### src/rtl/spi_reg_master.sv
// SPI mode-0 master for single register transactions: one {rw, addr, data} frame per accepted start.
// All pins are registered copies of the FSM state, one cycle behind it.
module spi_reg_master #(
   parameter int SPI_ADDR_WIDTH = 6,
   parameter int SPI_DATA_WIDTH = 20,
   parameter int CLK_DIV        = 4
) (
   input  logic                      i_clk_sys,
   input  logic                      i_rst_n,
   input  logic                      i_spi_start,
   input  logic                      i_spi_rw,
   input  logic [SPI_ADDR_WIDTH-1:0] i_spi_addr,
   input  logic [SPI_DATA_WIDTH-1:0] i_spi_wdata,
   output logic [SPI_DATA_WIDTH-1:0] o_spi_rdata,
   output logic                      o_spi_data_valid,
   output logic                      o_spi_busy,
   output logic                      o_spi_cs_n,
   output logic                      o_spi_sclk,
   output logic                      o_spi_mosi,
   input  logic                      i_spi_miso
);
   // state | meaning
   // IDLE  | bus released, waiting for start
   // SETUP | cs_n low, first bit on mosi, CLK_DIV cycles before first rise
   // SHIFT | FRAME_LEN bit periods, high half then low half
   // DONE  | one cycle, completion strobe and read data update
   localparam int FRAME_LEN = 1 + SPI_ADDR_WIDTH + SPI_DATA_WIDTH;
   localparam int HW        = (CLK_DIV > 1) ? $clog2(CLK_DIV) : 1;
   localparam int BW        = $clog2(FRAME_LEN + 1);
   localparam logic [HW-1:0] HALF_LAST = HW'(CLK_DIV - 1);

   typedef enum logic [1:0] {IDLE, SETUP, SHIFT, DONE} state_t;

   state_t                    state, state_nxt;
   logic [HW-1:0]             half_cnt, half_cnt_nxt;
   logic [BW-1:0]             bit_cnt, bit_cnt_nxt;
   logic                      phase_high, phase_high_nxt;
   logic [FRAME_LEN-1:0]      shreg, shreg_nxt;
   logic                      rw_q, rw_nxt;
   logic [SPI_DATA_WIDTH-1:0] rx, rx_nxt;
   logic                      half_end;

   always_comb begin
      state_nxt      = state;
      half_cnt_nxt   = half_cnt;
      bit_cnt_nxt    = bit_cnt;
      phase_high_nxt = phase_high;
      shreg_nxt      = shreg;
      rw_nxt         = rw_q;
      rx_nxt         = rx;
      half_end       = (half_cnt == HALF_LAST);
      case (state)
         IDLE: begin
            if (i_spi_start) begin
               shreg_nxt    = {i_spi_rw, i_spi_addr,
                               i_spi_rw ? {SPI_DATA_WIDTH{1'b0}} : i_spi_wdata};
               rw_nxt       = i_spi_rw;
               half_cnt_nxt = '0;
               state_nxt    = SETUP;
            end
         end
         SETUP: begin
            if (half_end) begin
               half_cnt_nxt   = '0;
               phase_high_nxt = 1'b1;
               bit_cnt_nxt    = BW'(FRAME_LEN);
               state_nxt      = SHIFT;
            end else begin
               half_cnt_nxt = half_cnt + 1'b1;
            end
         end
         SHIFT: begin
            // first high cycle is the edge on which the sclk pin rises
            if (phase_high && (half_cnt == '0)) begin
               rx_nxt = {rx[SPI_DATA_WIDTH-2:0], i_spi_miso};
            end
            if (!half_end) begin
               half_cnt_nxt = half_cnt + 1'b1;
            end else begin
               half_cnt_nxt   = '0;
               phase_high_nxt = !phase_high;
               if (phase_high) begin
                  shreg_nxt = {shreg[FRAME_LEN-2:0], 1'b0};
               end else begin
                  bit_cnt_nxt = bit_cnt - 1'b1;
                  if (bit_cnt == BW'(1)) begin
                     state_nxt = DONE;
                  end
               end
            end
         end
         DONE: begin
            state_nxt = IDLE;
         end
         default: begin
            state_nxt = IDLE;
         end
      endcase
   end

   always_ff @(posedge i_clk_sys) begin
      if (!i_rst_n) begin
         state            <= IDLE;
         half_cnt         <= '0;
         bit_cnt          <= '0;
         phase_high       <= 1'b0;
         shreg            <= '0;
         rw_q             <= 1'b0;
         rx               <= '0;
         o_spi_cs_n       <= 1'b1;
         o_spi_sclk       <= 1'b0;
         o_spi_mosi       <= 1'b0;
         o_spi_busy       <= 1'b0;
         o_spi_data_valid <= 1'b0;
         o_spi_rdata      <= '0;
      end else begin
         state            <= state_nxt;
         half_cnt         <= half_cnt_nxt;
         bit_cnt          <= bit_cnt_nxt;
         phase_high       <= phase_high_nxt;
         shreg            <= shreg_nxt;
         rw_q             <= rw_nxt;
         rx               <= rx_nxt;
         o_spi_cs_n       <= !((state == SETUP) || (state == SHIFT));
         o_spi_sclk       <= (state == SHIFT) && phase_high;
         o_spi_mosi       <= ((state == SETUP) || (state == SHIFT)) && shreg[FRAME_LEN-1];
         o_spi_busy       <= (state != IDLE);
         o_spi_data_valid <= (state == DONE);
         if ((state == DONE) && rw_q) begin
            o_spi_rdata <= rx;
         end
      end
   end
endmodule
### config.mk
export PLATFORM = sky130hd
export DESIGN_NAME = spi_reg_master
export DESIGN_NICKNAME = d
export VERILOG_FILES = /design/src/rtl/spi_reg_master.sv
export SDC_FILE = /design/constraint.sdc
export NUM_CORES = 1
export LEC_CHECK = 0
export ABC_AREA = 0
export CORE_ASPECT_RATIO = 0.7
export CORE_MARGIN = 5
export CORE_UTILIZATION = 45
export DETAILED_ROUTE_END_ITERATION = 7
export PLACE_DENSITY_LB_ADDON = 0.1
export SLEW_MARGIN = 20
export SYNTH_ARGS = -nofsm -noshare
export SYNTH_HDL_FRONTEND = slang
export SYNTH_SLANG_ARGS = --single-unit
### constraint.sdc
create_clock -name i_clk_sys -period 2 [get_ports i_clk_sys]
set_clock_uncertainty 0.1 [all_clocks]
set_input_delay 0.2 -clock i_clk_sys [delete_from_list [all_inputs] [get_ports i_clk_sys]]
set_output_delay 0.2 -clock i_clk_sys [all_outputs]
set_load 0.05 [all_outputs]
==> impl_metrics.ini <==
[yosys]
yosys.area.top_type = dfxtp_1
synth.top_cell.area_share = 0.488
netlist_top_cells_area = dfxtp_1, nand2_1, a211oi_2
synth_nets = 425
yosys_warnings = 0
yosys.cell_types.count = 35
syn_area_per_cell_sq_um = 8.83
ys_seq_elements = 83
synth_seq_area_share = 0.488
syn_area_sq_um = 3410
synthCells = 386

[placement]
pre_cts_ws_ns = 0.114
dp.cells = 521
dp_hpwl_mm = 4.65
routabilityCongestion = 0.825
dpl-instance-area_sq_um = 4070
io_buffers = 55

[sta]
clock.fmax_ghz = 0.533
worstMarginPinSlew_ns = 0.715
whs_ns = 0.355
slew_viol_final = 0
finalCritPeriodShare = 0.938
finalHoldViolCount = 0
fin_crit_ns = 1.88
setup_viol = 0
maxSlewHeadroom = 0.523
setup_tns_ns = 0
fin_ws_ns = 0.125

[route]
ant_nets = 0
route.detailed.drc = 0
vias = 2759
wl_per_cell_microns = 13.0
vias_per_cell = 5.15
wirelength_mm = 6.96
drtPass1Iterations = 4
drt_iter0_drc = 189

[clocking]
post_cts_buffers = 0
clkTransAtPathRegs_ns = 0.08
clock_latency_ns = 0.35
cts-root-buf = clkbuf_8
cts_buffer_depth = 2
clock_sinks = 83
numCtsBuffers = 9
cts_tree = built
h-tree-depth = 3

[setup_path]
crit_arrival_ns = 2.04
worstSetupPathType = reg -> reg
crit_fanout = 5
worstReg2RegStart = state[1]
startpoint_type = flop
required_ns = 2.17
cp-end-kind = flop
reg2reg_slack_ns = 0.12
reg2reg_to = bit_cnt[0]
r2r_cells = 6

[job]
drv_cap = 0

[final_layout]
final_layout_size_suffix_gt1_frac = 0.112
layout.cells.non_filler = 536
area_growth_pct = 25.6
nets = 473
fin_util = 0.585
insertedDiodeCount = 0
postLayoutCellArea_sq_um = 4280
final_common_cell = nand2_1
final_cell_mix = nand2_1, dfxtp_1, clkdlybuf4s50_1, a21oi_1, nor2_1

[power_and_ir_drop]
p_leak_nw = 1.50
p_total_mw = 5.40
p_per_area_nw_per_um2 = 1260
peakVddDrop_v = 0.000633

[floorplanning]
io_pins = 56
rows = 26
fp.dieH_microns = 82.8
die_w_microns = 114
core_region_area_sq_um = 7320
initial_core_util = 0.465
die-area_sq_um = 9440

[grt]
grt_start_max_net_pins = 73
grt_pass1_wl_mm = 11.9
grt_pass1_vias = 2640
overflow = 0
antenna_found_initial = 0
track_usage = 0.150

[min_path]
worstHoldPathCells = 2
min-delay-start = o_spi_rdata[17]
hold_end = o_spi_rdata[17]
hold_path.class = reg -> reg

[outcome]
outcome = completed
[final cells by class]
class                   count  area (sq um)
fillers                   677          3040
flip-flops and latches     83          1660
multi-input cells         266          1590
repair buffers             66           671
clock buffers              10           128
well taps                  98           123
clock inverters             5          78.8
inverters                   8          30.0
[logic make-up after synthesis]
| family | share of synthesized area |
|---|---|
| AO/OA/AOI/OAI | 0.231 |
| adder cells (fa/ha/maj) | 0.0294 |
| buffers and inverters | 0.0474 |
| flip-flops | 0.488 |
| multiplexers | 0.0323 |
| AND/OR/NAND/NOR | 0.172 |
[worst max path at each step]
stage	startpoint	to	cells after the start
2_1_floorplan	state[0]	bit_cnt[0]	7
3_3_place_gp	state[0]	bit_cnt[0]	6
3_5_place_dp	state[0]	bit_cnt[3]	6
4_1_cts	state[0]	bit_cnt[3]	6
5_1_grt	state[1]	bit_cnt[0]	6
6_report	state[1]	bit_cnt[0]	6
[cells in the mapped netlist]
master / n
a31oi_1: 3
a21boi_0: 1
and2_1: 2
mux2i_1: 11
nand2_1: 88
inv_1: 8
buf_6: 1
nor2b_1: 1
nor2_1: 34
a21oi_4: 1
a311oi_1: 1
buf_4: 2
buf_2: 6
and2_0: 1
and2b_1: 1
o211a_1: 1
nand4b_1: 1
and3b_1: 2
nand3_1: 3
dfxtp_1: 83
a22o_1: 1
a211oi_2: 20
nand2b_1: 2
a211oi_1: 8
clkbuf_1: 18
nor3_1: 1
o41ai_1: 1
or3_1: 2
o21ai_0: 4
a22oi_1: 20
and3_1: 4
a32oi_1: 2
ha_1: 8
buf_1: 2
a21oi_1: 42
[metal layers]
| layer | wire [microns] | GRT usage | share of wire | up-vias |
|---|---|---|---|---|
| met4 | 57 | 0.0388 | 0.0082 | 0 |
| met1 | 3460 | 0.208 | 0.50 | 1258 |
| met5 | 0 | 0 | 0 | - |
| li1 | - | - | - | 1424 |
| met2 | 3020 | 0.225 | 0.43 | 70 |
| met3 | 430 | 0.0509 | 0.062 | 7 |
[sequential cells by signal, summed over array words and instances, names as in the netlist]
name and flops:
phase_high 1, o_spi_sclk 1, o_spi_mosi 1, o_spi_busy 1, state 2, rw_q 1, o_spi_rdata 20, o_spi_cs_n 1
bit_cnt 5, o_spi_data_valid 1, half_cnt 2, rx 20, shreg 27
[worst max-delay path: stages, from the launching register on]
cell and delay [ns]:
dfxtp_1 0.41, inv_1 0.09, ha_1 0.30, and2b_1 0.20
a22o_1 0.29, and3_1 0.20, a211oi_1 0.20
[power breakdown]
group	total (mW)	switching, mW	internal, mW
Clock	1.27	0.574	0.695
Sequential	2.20	0.210	1.99
Combinational	1.93	1.10	0.828
[what timing repair did]
action / CTS / global route
endpoints found under the hold margin: 0 / 0
gates resized for setup: 0 / 2
hold buffers: 0 / 0
endpoints found under the setup margin: 0 / 8
(Power assumes the default switching activity.)
